## src/rtl/cpu7_ifu_fetchq_pkg.sv

```systemverilog
// Shared constants for the fetch queue: entry layout and field widths.
// An entry is packed as {pc, inst, ex, exccode}, with exccode in the LSBs.
package cpu7_ifu_fetchq_pkg;

  localparam int FQ_INST_W    = 32;
  localparam int FQ_EXCCODE_W = 6;

  // Field offsets inside a packed entry.
  localparam int FQ_CODE_LSB  = 0;
  localparam int FQ_EX_BIT    = FQ_CODE_LSB + FQ_EXCCODE_W;
  localparam int FQ_INST_LSB  = FQ_EX_BIT + 1;
  localparam int FQ_PC_LSB    = FQ_INST_LSB + FQ_INST_W;

  // Total entry width for a given PC width.
  function automatic int fq_entry_w(input int grlen);
    return grlen + FQ_INST_W + 1 + FQ_EXCCODE_W;
  endfunction

endpackage

```

## src/rtl/cpu7_ifu_fq_ram.sv

```systemverilog
// Fetch-queue storage: DEPTH x WIDTH, one synchronous write port and one
// asynchronous read port. Entry validity lives in the owner's count/pointers.
module cpu7_ifu_fq_ram #(
  parameter int  DEPTH = 4,
  parameter int  WIDTH = 71,
  localparam int AW    = $clog2(DEPTH)
) (
  input  logic             clk,
  input  logic             we,
  input  logic [AW-1:0]    waddr,
  input  logic [WIDTH-1:0] wdata,
  input  logic [AW-1:0]    raddr,
  output logic [WIDTH-1:0] rdata
);

  logic [WIDTH-1:0] mem_q [DEPTH];

  // Write the pushed entry into its slot.
  // NOTE: storage has no reset; a slot is only read after being written, so
  // resetting it would cost flops and buy nothing.
  always_ff @(posedge clk) begin
    if (we) mem_q[waddr] <= wdata;
  end

  assign rdata = mem_q[raddr];

endmodule

```

## src/rtl/cpu7_ifu_fetchq.sv

```systemverilog
// Fetch front-end queue: sequential fetch PC generation, credit-based
// tracking of outstanding I-mem requests, and a DEPTH-entry queue of
// {pc,inst,exc} feeding decode. Redirects flush the queue and discard
// responses to requests issued before the redirect.
// Optional build macro: CPU7_IFU_FQ_BYPASS_EN -- a kept response arriving at
// an empty queue is presented to decode in the same cycle.
module cpu7_ifu_fetchq
  import cpu7_ifu_fetchq_pkg::*;
#(
  parameter int  GRLEN = 32,
  parameter int  DEPTH = 4,
  localparam int PTR_W = $clog2(DEPTH)
) (
  input  logic                    clk,
  input  logic                    reset,
  input  logic [GRLEN-1:0]        pc_init,
  output logic                    inst_req,
  output logic [GRLEN-1:0]        inst_addr,
  input  logic                    inst_addr_ok,
  output logic                    inst_cancel,
  input  logic                    inst_valid_f,
  input  logic [GRLEN-1:0]        inst_rdata_f,
  input  logic                    inst_ex,
  input  logic [FQ_EXCCODE_W-1:0] inst_exccode,
  input  logic                    redirect_vld,
  input  logic [GRLEN-1:0]        redirect_pc,
  output logic                    fq_dec_vld_d,
  output logic [GRLEN-1:0]        fq_dec_pc_d,
  output logic [FQ_INST_W-1:0]    fq_dec_inst_d,
  output logic                    fq_dec_ex_d,
  output logic [FQ_EXCCODE_W-1:0] fq_dec_exccode_d,
  input  logic                    dec_fq_take,
  output logic [PTR_W:0]          fq_count
);

  localparam int ENTRY_W = fq_entry_w(GRLEN);
  localparam int CW      = PTR_W + 1;

  logic [GRLEN-1:0]   pc_bf_q, pc_bf_d;
  logic [GRLEN-1:0]   resp_pc_q, resp_pc_d;
  logic [PTR_W-1:0]   wr_ptr_q, wr_ptr_d, rd_ptr_q, rd_ptr_d;
  logic [CW-1:0]      count_q, count_d;
  logic [CW-1:0]      outstanding_q, outstanding_d;
  logic [CW-1:0]      drop_q, drop_d;
  logic               halt_q, halt_d;

  logic [CW:0]        credit_sum;
  logic               accept, resp_ret, resp_keep, resp_drop;
  logic               bypass_hit, push, pop, pop_arr;
  logic [ENTRY_W-1:0] resp_entry, rd_entry, head_entry;

  // A request is only issued when a queue slot is guaranteed for its response.
  assign credit_sum  = {1'b0, count_q} + {1'b0, outstanding_q};
  assign inst_req    = ~reset & ~halt_q & ~redirect_vld & (credit_sum < (CW+1)'(DEPTH));
  assign inst_addr   = pc_bf_q;
  assign inst_cancel = redirect_vld & ~reset;
  assign accept      = inst_req & inst_addr_ok;

  // Responses while drop is pending belong to pre-redirect requests.
  assign resp_ret   = inst_valid_f & (outstanding_q != '0);
  assign resp_keep  = inst_valid_f & ~redirect_vld & (drop_q == '0);
  assign resp_drop  = inst_valid_f & ~redirect_vld & (drop_q != '0);
  assign resp_entry = {resp_pc_q, inst_rdata_f[FQ_INST_W-1:0], inst_ex, inst_exccode};

`ifdef CPU7_IFU_FQ_BYPASS_EN
  assign bypass_hit = resp_keep & (count_q == '0);
`else
  assign bypass_hit = 1'b0;
`endif

  assign head_entry       = bypass_hit ? resp_entry : rd_entry;
  assign fq_dec_vld_d     = ~reset & ((count_q != '0) | bypass_hit);
  assign fq_dec_pc_d      = head_entry[FQ_PC_LSB +: GRLEN];
  assign fq_dec_inst_d    = head_entry[FQ_INST_LSB +: FQ_INST_W];
  assign fq_dec_ex_d      = head_entry[FQ_EX_BIT];
  assign fq_dec_exccode_d = head_entry[FQ_CODE_LSB +: FQ_EXCCODE_W];
  assign fq_count         = count_q;

  // A bypassed response consumed by decode never touches the array.
  assign pop     = dec_fq_take & fq_dec_vld_d & ~redirect_vld;
  assign push    = resp_keep & ~(bypass_hit & dec_fq_take);
  assign pop_arr = pop & ~bypass_hit;

  cpu7_ifu_fq_ram #(
    .DEPTH (DEPTH),
    .WIDTH (ENTRY_W)
  ) u_ram (
    .clk   (clk),
    .we    (push),
    .waddr (wr_ptr_q),
    .wdata (resp_entry),
    .raddr (rd_ptr_q),
    .rdata (rd_entry)
  );

  // Next-state for PCs, pointers and accounting; redirect overrides everything.
  // NOTE: every variable gets its hold value first so no path leaves it
  // unassigned, which would otherwise infer a latch.
  always_comb begin
    pc_bf_d       = pc_bf_q;
    resp_pc_d     = resp_pc_q;
    wr_ptr_d      = wr_ptr_q;
    rd_ptr_d      = rd_ptr_q;
    count_d       = count_q;
    outstanding_d = outstanding_q;
    drop_d        = drop_q;
    halt_d        = halt_q;
    if (redirect_vld) begin
      pc_bf_d       = redirect_pc;
      resp_pc_d     = redirect_pc;
      wr_ptr_d      = '0;
      rd_ptr_d      = '0;
      count_d       = '0;
      halt_d        = 1'b0;
      // Everything still in flight is stale; a response arriving now is too.
      outstanding_d = outstanding_q - CW'(resp_ret);
      drop_d        = outstanding_q - CW'(resp_ret);
    end else begin
      if (accept) pc_bf_d = pc_bf_q + GRLEN'(4);
      outstanding_d = outstanding_q + CW'(accept) - CW'(resp_ret);
      if (resp_drop) drop_d = drop_q - CW'(1);
      if (resp_keep) begin
        resp_pc_d = resp_pc_q + GRLEN'(4);
        if (inst_ex) halt_d = 1'b1;
      end
      if (push)    wr_ptr_d = wr_ptr_q + PTR_W'(1);
      if (pop_arr) rd_ptr_d = rd_ptr_q + PTR_W'(1);
      count_d = count_q + CW'(push) - CW'(pop_arr);
    end
  end

  // State registers with synchronous reset.
  // NOTE: sequential state uses non-blocking assignments so every flop samples
  // pre-edge values regardless of statement order.
  always_ff @(posedge clk) begin
    if (reset) begin
      pc_bf_q       <= pc_init;
      resp_pc_q     <= pc_init;
      wr_ptr_q      <= '0;
      rd_ptr_q      <= '0;
      count_q       <= '0;
      outstanding_q <= '0;
      drop_q        <= '0;
      halt_q        <= 1'b0;
    end else begin
      pc_bf_q       <= pc_bf_d;
      resp_pc_q     <= resp_pc_d;
      wr_ptr_q      <= wr_ptr_d;
      rd_ptr_q      <= rd_ptr_d;
      count_q       <= count_d;
      outstanding_q <= outstanding_d;
      drop_q        <= drop_d;
      halt_q        <= halt_d;
    end
  end

endmodule
```

## config.mk

```make
export PLATFORM = sky130hd
export DESIGN_NAME = cpu7_ifu_fetchq
export DESIGN_NICKNAME = d
export VERILOG_FILES = /design/src/rtl/cpu7_ifu_fetchq_pkg.sv /design/src/rtl/cpu7_ifu_fq_ram.sv /design/src/rtl/cpu7_ifu_fetchq.sv
export SDC_FILE = /design/constraint.sdc
export NUM_CORES = 1
export LEC_CHECK = 0
export CAP_MARGIN = 20
export CORE_ASPECT_RATIO = 0.6
export CORE_MARGIN = 8
export CORE_UTILIZATION = 50
export CTS_BUF_LIST = sky130_fd_sc_hd__clkbuf_4 sky130_fd_sc_hd__clkbuf_8 sky130_fd_sc_hd__clkbuf_16
export DETAILED_ROUTE_END_ITERATION = 8
export GPL_TIMING_DRIVEN = 0
export PLACE_DENSITY = 0.74
export SLEW_MARGIN = 30
export SYNTH_ARGS = -nofsm -noshare
export SYNTH_HDL_FRONTEND = slang
export SYNTH_SLANG_ARGS = --single-unit
export TNS_END_PERCENT = 30
```

## constraint.sdc

```tcl
create_clock -name clk -period 4.03 [get_ports clk]
set_clock_uncertainty 0.2 [all_clocks]
set_input_delay 0.6045 -clock clk [delete_from_list [all_inputs] [get_ports clk]]
set_output_delay 0.6045 -clock clk [all_outputs]
set_load 0.01 [all_outputs]
```

# [Word level (Yosys, flattened, before mapping)]
# Memories as Yosys holds them, arrays and structs flattened. A register that Yosys moved wholly into a read port is not among the register bits.
# Index checks and enable logic that the tools add are counted.
[totals] regBits=78 latch_bits=0 mem_bits_rw=284 romBits=0 inputBits=109 word_cells=58 memories=1
[memory_table] name="u_ram.mem_q" words=4 width=71 read_ports=1 rd_ports_with_merged_regs=1 wr=1 line_no="cpu7_ifu_fq_ram.sv:16" text="logic [WIDTH-1:0] mem_q [DEPTH];"
[classes] add_sub_neg=11 mul=0 div=0 order_cmp=1 eq_ne=0 shift=0 muxes=13 n_bitwise=15 reduce_logical=9
[ops] op="$mux 32" n=6
[ops] op="$add 32x3->32 const B" n=2
[ops] op="$reduce_bool 3->1" n=5
[ops] op="$and 1x1->1" n=12
[ops] op="$mux 3" n=3
[ops] op="$sub 3x1->3" n=3
[ops] op="$add 3x1->3" n=2
[ops] op="$add 2x1->2 const B" n=2
[ops] op="$add 3x3->4" n=1
[ops] op="$lt 4x3->1 const B" n=1
[ops] op="$mux 2" n=2
[ops] op="$logic_not 3->1" n=1
[ops] op="$not 1->1" n=3
[ops] op="$sub 3x1->3 const B" n=1
[ops] op="$mux 1" n=2
[ops] op="$reduce_and 2->1" n=1
[ops] op="$reduce_bool 2->1" n=1
[ops] op="$reduce_or 2->1" n=1

# [Depth between registers and ports, before layout]
[logic_depth] word_depth=8 ltp_mapped=13

# [Hierarchy]
# From an unflattened synthesis, not the netlist that was laid out.
[unflattened] hier_cells=847 area_unflattened_um2=14974.4
[modules_own_cells] mod="cpu7_ifu_fq_ram" instances=1 cells_per_inst=375 area_per_inst_um2=10352.4 seq_area_each_um2=8528.2
[modules_own_cells] mod="cpu7_ifu_fetchq" instances=1 cells_per_inst=472 area_per_inst_um2=4621.9 seq_area_each_um2=2142.1

# [Worst setup path after synthesis]
# No wires, ideal clock.
[synth_timing] path_kind="register to register" start="register count_q[2] (netlist: fq_count[2])" end="register outstanding_q[2]" arrival_time_ns=3.031 setup_slack_ns=0.672 stages_incl_launch_ff=13 path_buffers=0 path_cell_list="dfxtp_1 > ha_1 > or4_1 > a311oi_1 > nand2_1 > ha_1 > inv_1 > ha_1 > fa_1 > xor2_1 > o21ai_0 > xnor2_1 > nor2_1"
[synth_via] elab_chain_len=7
[synth_rtl] element="from (decl)" line_no="cpu7_ifu_fetchq.sv:42" text="logic [CW-1:0] count_q, count_d;"
[synth_rtl] element="from (signal assigned)" line_no="cpu7_ifu_fetchq.sv:150" text="count_q <= count_d;"
[synth_rtl] element="$add 3x3->4" line_no="cpu7_ifu_fetchq.sv:53" text="assign credit_sum = {1'b0, count_q} + {1'b0, outstanding_q};"
[synth_rtl] element="$lt 4x3->1" line_no="cpu7_ifu_fetchq.sv:54" text="assign inst_req = ~reset & ~halt_q & ~redirect_vld & (credit_sum < (CW+1)'(DEPTH));"
[synth_rtl] element="$and 1x1->1" line_no="cpu7_ifu_fetchq.sv:54"
[synth_rtl] element="named net inst_req" line_no="cpu7_ifu_fetchq.sv:17" text="output logic inst_req,"
[synth_rtl] element="$and 1x1->1" line_no="cpu7_ifu_fetchq.sv:57" text="assign accept = inst_req & inst_addr_ok;"
[synth_rtl] element="$add 3x1->3" line_no="cpu7_ifu_fetchq.sv:120" text="outstanding_d = outstanding_q + CW'(accept) - CW'(resp_ret);"
[synth_rtl] element="$sub 3x1->3" line_no="cpu7_ifu_fetchq.sv:120"
[synth_rtl] element="$mux 3" line_no="cpu7_ifu_fetchq.sv:108" text="if (redirect_vld) begin"
[synth_rtl] element="to (signal assigned)" line_no="cpu7_ifu_fetchq.sv:151" text="outstanding_q <= outstanding_d;"
[synth_rtl] element="to (decl)" line_no="cpu7_ifu_fetchq.sv:43" text="logic [CW-1:0] outstanding_q, outstanding_d;"
# The timed path passes the listed nets, and every way through them passes these cells.
# A chain may end at the register's enable or synchronous reset.

# [Worst setup path after layout]
[layout_timing] start="input redirect_vld" end="output inst_cancel"
[layout_via] elab_chain_len=1
[layout_rtl] element="from (decl)" line_no="cpu7_ifu_fetchq.sv:25" text="input logic redirect_vld,"
[layout_rtl] element="$and 1x1->1" line_no="cpu7_ifu_fetchq.sv:56" text="assign inst_cancel = redirect_vld & ~reset;"
[layout_rtl] element="to (decl)" line_no="cpu7_ifu_fetchq.sv:20" text="output logic inst_cancel,"
# No other way between the ends.

==> parameters.txt <==
Parameter                              Value

Clock network
  Quantity of gates resized following cts    0
  Clock root buffer    clkbuf_16
  Maximum count of clock buffers along a single path    3
  Number of setup buffers added after CTS    0
  TritonCTS Buffers    34
  CTS tree    built
  Reg clk slew, reported paths    roughly 0.06 ns
  Maximum level of the CTS H-tree    2
  Number of hold buffers added after CTS    0
  CTS sink cnt    about 360
  Clock network latency to the later pin of the worst-skew pair    roughly 0.52 ns

Placed design
  GP Congestion    between 0.9 and 1
  Placed wire-length estimate after detailed placement    around 25 mm
  Port Buf Inserts    between 200 and 250

Detailed routing
  Vias    about 9000
  Count of routing violations after the opening detailed-route iteration    around 770
  Antenna violation net count after detailed routing    0
  Via count normalized by instance count    around 5.7
  Average detailed-routed wire length per instance    23.6 um
  Remaining DRCs    0
  Total Wirelength    between 30 and 40 mm
  First drt pass iteration count    8

Global routing
  Most heavily used metal layer in global routing    met2
  Pin count of the biggest net entering global routing    42
  Global routing met1 resource utilization    0.292
  Via count of the first global-routing pass    between 8000 and 9000
  Grt met2 use    0.298
  Antenna violations before repair    0
  Final global-route overflow total    0
  Global-route track usage on met3    0.0519
  Global-route wire length before repair    about 54 mm
  Global Route Usage Sum    0.199

Power and ir drop
  Switching fraction of total power    0.232
  Power, Total    roughly 9000 uW
  Power density over the cells    about 470 nW/um2
  Combinational cell fraction of total power    0.115
  Fraction of power consumed by the clock network    0.370
  Psw    between 2000 and 2500 uW
  VDD IR-drop max    238 uV
  Power Internal    about 6900 uW
  Share of power burned in registers    0.515
  Static Leak    between 0.006 and 0.007 uW

Final layout
  Area of the multi-input gates    4050 um2
  Inserted Diodes    0
  Area grow syn2layout    26.2%
  Fill cell instance count of the final layout    about 2100
  Finished Core Util    0.636
  Proportion of layout cells with a drive suffix above 1    0.144
  NumNets Final    ~1200
  FF+latch area    roughly 11000 um2

Setup path
  Highest-delay cell along the critical path    clkdlybuf4s50_1
  Worst-path maximum fanout    10
  Most repeated library cell on the critical path    clkdlybuf4s50_1
  Path type of the worst setup path    primary input to primary output
  Type of destination of the critical path    primary output
  Required time at the worst-slack endpoint    about 3.2 ns
  Kind of start point of the critical path    primary input
  CP Data Arrival Time    3.05 ns
  Critical-path cell list    clkdlybuf4s50_1 > nand2_1 > clkinv_1 > clkbuf_1 > clkdlybuf4s50_1
  Highest cell delay on the worst timing path    0.68 ns

Synth
  Synth cell types    50
  Leading cell types by total area after synthesis    edfxtp_1 69%, mux4_2 11%, dfxtp_1 2.1%
  Register bit count reported by yosys    between 300 and 400
  Library cell with the largest summed area after synthesis    edfxtp_1
  Cells after synthesis    846
  Number of flops mapped to enable cells by yosys    approximately 350
  Most used flip-flop cell after synthesis    edfxtp_1
  Asr flop ratio synth    0
  Mapped Avg Cell Area    ~18 um2
  Warnings, synthesis    0
  Net count of the mapped netlist    approximately 970
  Fraction of the yosys area taken by sequential cells    0.715
  Synth top area share    0.694
  Cell area after synthesis    roughly 15000 um2

Timing
  Number of max-slew violations in the final report    0
  Highest achievable clock rate    approximately 260 MHz
  Unrepaired setup endpoints after global routing    no
  Total count of hold-check failures in the final report    0
  Worst slew margin relative to its limit    0.379
  Final setup vio count    0
  Least-Margin Pin Slew    between 0.9 and 1 ns
  Final Cycle Share    0.956
  Final critical delay including setup and external delays    3.85 ns

Worst hold path
  Hold crit path type    flip-flop to flip-flop

Floorplan
  Die footprint    approximately 36000 um2
  Count of pins on the block boundary    approximately 220
  Initial Utilization    0.504
  Chip Width    about 240 um
  Die Height    ~150 um
  Core ar.    29700 um2
  Cell Rows    49

Outcome
  Outcome    complete, no violations

Flow run
  Total of max-cap violations    0
## critical path, delay by kind of cell
| kind | cells | cell delay [ns] |
|---|---|---|
| simple gates | 1 | 0.21 |
| buf+inv | 4 | 2.23 |
## cell type report
cell class | instances | area share
inverter | 20 | 0.00397
multi-input combinational | 426 | 0.214
tap | 408 | 0.0270
clock buffer | 40 | 0.0483
timing repair buffer | 220 | 0.120
clock inverter | 20 | 0.0121
buffer | 38 | 0.00867
sequential | 362 | 0.566
## flip-flops by register name (all words and copies together), names as in the netlist, named ones only
signal and cells:
wr_ptr_q 2, resp_pc_q 31, u_ram.mem_q 284, inst_addr 31, halt_q 1, drop_q 3
rd_ptr_q 2, fq_count 3, outstanding_q 3
## metrics by stage
| step | worst slack (ns) | instance area [um2] | std cells | hold WS [ns] | setup TNS [ns] |
|---|---|---|---|---|---|
| 2_1_floorplan | 0.672 | 15000 | 846 | 0.232 | 0 |
| 3_3_place_gp | -1.44 | 17700 | 1470 | 0.265 | -396.94 |
| 3_5_place_dp | -0.117 | 17800 | 1474 | 0.288 | -0.117 |
| 4_1_cts | 0.230 | 18900 | 1534 | 0.304 | 0 |
| 5_1_grt | 0.117 | 18900 | 1534 | 0.323 | 0 |
| 6_report | 0.178 | 18900 | 1534 | 0.302 | 0 |
## cell usage in the layout, fill, tap and decap left out, types with 8 or more instances in the layout
cell,count
a21oi_1,21
a22oi_1,14
and3_1,10
buf_2,8
clkbuf_1,25
clkbuf_16,35
clkdlybuf4s50_1,216
dfxtp_1,16
edfxtp_1,346
ha_1,16
inv_1,19
mux4_2,71
nand2_1,39
nand3_1,19
nand4_1,13
nor2_1,20
nor3_1,13
o21ai_0,48
o21ai_1,11
xnor2_1,33
xor2_1,30
## kinds of logic after synthesis
group,count (synthesis),synth area share
xor gates and xnor gates,63,0.0368
muxes,73,0.108
AOI/OAI and AO/OA,121,0.0479
buffers and inverters,58,0.0160
and+or+nand+nor,151,0.0603
DFF,362,0.715
adders and majority gates,18,0.0160
## worst paths after layout
path / slack (ns) / from / cells after the start / end
max: 0.18 / redirect_vld / 5 / inst_cancel
min: 0.30 / halt_q$_SDFFE_PP0P_ / 2 / halt_q$_SDFFE_PP0P_
max reg2reg: 0.53 / fq_count[2]$_SDFF_PP0_ / 12 / outstanding_q[2]$_SDFF_PP0_
min reg2reg: 0.30 / halt_q$_SDFFE_PP0P_ / 2 / halt_q$_SDFFE_PP0P_
## power by group through the flow
stage          logic [uW]  registers, uW  clock network (uW)
2_1_floorplan         493           4640                   0
3_3_place_gp          999           4690                   0
3_5_place_dp         1030           4690                   0
4_1_cts              1040           4610                3380
5_1_grt              1110           4640                3510
6_report             1030           4610                3320
## Yosys cell counts (14+ instances only)
library cell and instances:
dfxtp_1 16, nand2_1 41, xnor2_1 33, xor2_1 30
o21ai_0 48, clkbuf_1 25, nand3_1 19, a22oi_1 14
ha_1 16, a21oi_1 21, edfxtp_1 346, inv_1 19
nor2_1 20, mux4_2 71
## metal layers
layer	part of all wire	up-vias	wire, um
met3	0.082	49	2970
met2	0.45	397	16300
li1	-	3884	-
met1	0.45	4469	16300
met5	0	-	0
met4	0.017	0	598
Power figures use the tool's default switching activity.
==> edit: new RTL, same settings <==
The parameter `GRLEN` goes from 32 to 64.
--- a/src/rtl/cpu7_ifu_fetchq.sv
+++ b/src/rtl/cpu7_ifu_fetchq.sv
@@ -7,7 +7,7 @@
 module cpu7_ifu_fetchq
   import cpu7_ifu_fetchq_pkg::*;
 #(
-  parameter int  GRLEN = 32,
+  parameter int  GRLEN = 64,
   parameter int  DEPTH = 4,
   localparam int PTR_W = $clog2(DEPTH)
 ) (
Ports: changed (5 resized); port bits go from 218 to 378. The function was not compared with the original's and may differ.
==> edit against the unedited design <==
- wire length up 93%
- highest routed layer is now met5
- sequential cell count is 192 higher
- combinational power rose by 65%
- total power rose by 56%
- global-route usage grew 4.8 points
- critical endpoint unchanged
- synthesized cell count grew 77%
- setup slack worse by 0.094 ns
- cell area is 59% higher
- synthesized area up 59%
==> edit: results (changes against the unedited design) <==
Synthesis
  – Share of synthesized cell area in full adder, half adder and majority cells: 1.01% (-0.59 points)
  – Leading cell types by total area after synthesis: sky130_fd_sc_hd__edfxtp_1 (68%), sky130_fd_sc_hd__mux4_2 (9.8%), sky130_fd_sc_hd__xnor2_1 (3.4%)
  – Syn_nets: 1724 (+77%)
  – Post-Synth XOR/XNOR Area: 4.50% (+0.82 points)
  – List of most frequent post-synthesis cells: sky130_fd_sc_hd__edfxtp_1 (538), sky130_fd_sc_hd__nand2_1 (128), sky130_fd_sc_hd__o21ai_0 (127)
  – Sequential cell area fraction in the yosys report: 69.4% (-2.1 points)
  – Area fraction in compound gates after synthesis: 5.47% (+0.69 points)
  – Cells after Synth: 1501 (+77%)

Worst setup path
  – Endpoint of the worst-slack reg-to-reg timing path: resp_pc_q[58]
  – Reg2reg setup slack: 0.09 ns (-0.44 ns)

Global route
  – Number of antenna violations at the first check in global routing: 6 (+6)
  – Number of global-route vias before repair: 15783 (+78%)
  – Wire length of the first global-routing pass: 102000 um (+89%)
  – Combined global-route utilization of all metal layers: 24.7% (+4.8 points)

Placed design
  – Weighted congestion reported at the end of routability-driven placement: 0.954 (+4.7%)
  – Count of buffers from port buffering: 345 (+60%)
  – Worst Setup Slack post-DPL: -0.171 ns (-0.0539 ns)

Clocking
  – Number of clock sinks: 554 (+53%)

Route
  – Length of the first detailed-routing pass in iterations: 5 (-3)
  – Number of violations reported at the end of detailed-routing iteration 0: 1622 (+110%)

Cells and area
  – Signal buffers: 421 (+63%)
  – Antenna diodes: 3 (+3)
  – Layout cell share with drive strength beyond 1: 12.4% (-2.0 points)
  – Clock network share of area: 5.74% (-0.29 points)
  – Multi-input combinational gate total: 847 (+99%)
  – Max FFs per register: 412 (+45%)

Pwr
  – Maximum vdd ir drop: 317 uV (+33%)

STA
  – Measured slew at the worst slew-check pin: 0.975 ns (+0.0439 ns)

Run status
  – Run status: complete, no violations
## edit: changes by cell type after synthesis, sizes merged, moves of 32 or more
cell    unedited run  this run
edfxtp           346       538
nand2             41       128
o21ai             59       131
xnor2             33        92
nand3             19        52
nor2              20        53
mux4              71       103
## edit: cell families after synthesis
family,Yosys count
adders and majority gates,18
xor gates and xnor gates,122
buffers and inverters,100
AOI/OAI and AO/OA,222
muxes,106
DFF,554
and+or+nand+nor,379
## edit: layer usage
layer | GRT usage, % | vias to the layer above | wire (um)
li1 | - | 6710 | -
met1 | 34.3 | 7906 | 29100
met2 | 39.4 | 835 | 32500
met3 | 5.39 | 120 | 5790
met4 | 7.48 | 6 | 2130
met5 | 0 | - | 37
## edit: report_power, final
| part | internal, uW | total, uW | switching (uW) |
|---|---|---|---|
| Sequential | 6810 | 7200 | 392 |
| Clock | 2920 | 5070 | 2150 |
| Combinational | 848 | 1700 | 848 |
| Total | 10600 | 14000 | 3390 |
## edit: worst max-delay path, stage by stage
cell and delay (ns):
sky130_fd_sc_hd__clkdlybuf4s50_1 0.54, sky130_fd_sc_hd__clkbuf_2 0.29, sky130_fd_sc_hd__nand2_1 0.21, sky130_fd_sc_hd__inv_2 0.37, sky130_fd_sc_hd__buf_2 0.48, sky130_fd_sc_hd__clkdlybuf4s50_1 0.63
## edit: stage by stage
step                cell area, um^2  setup TNS (ns)
floorplan                     23800          -57.74
global route                  30100               0
global placement              28000        -1050.37
CTS                           30100               0
detailed placement            28300          -0.414
finish                        30100               0
## edit: timing repair
item / 4_1_cts / 5_1_grt
gates resized for setup: 18 / 14
cloned: 0 / 0
setup endpoints to repair: 75 / 60
hold endpoints to repair: 0 / 0
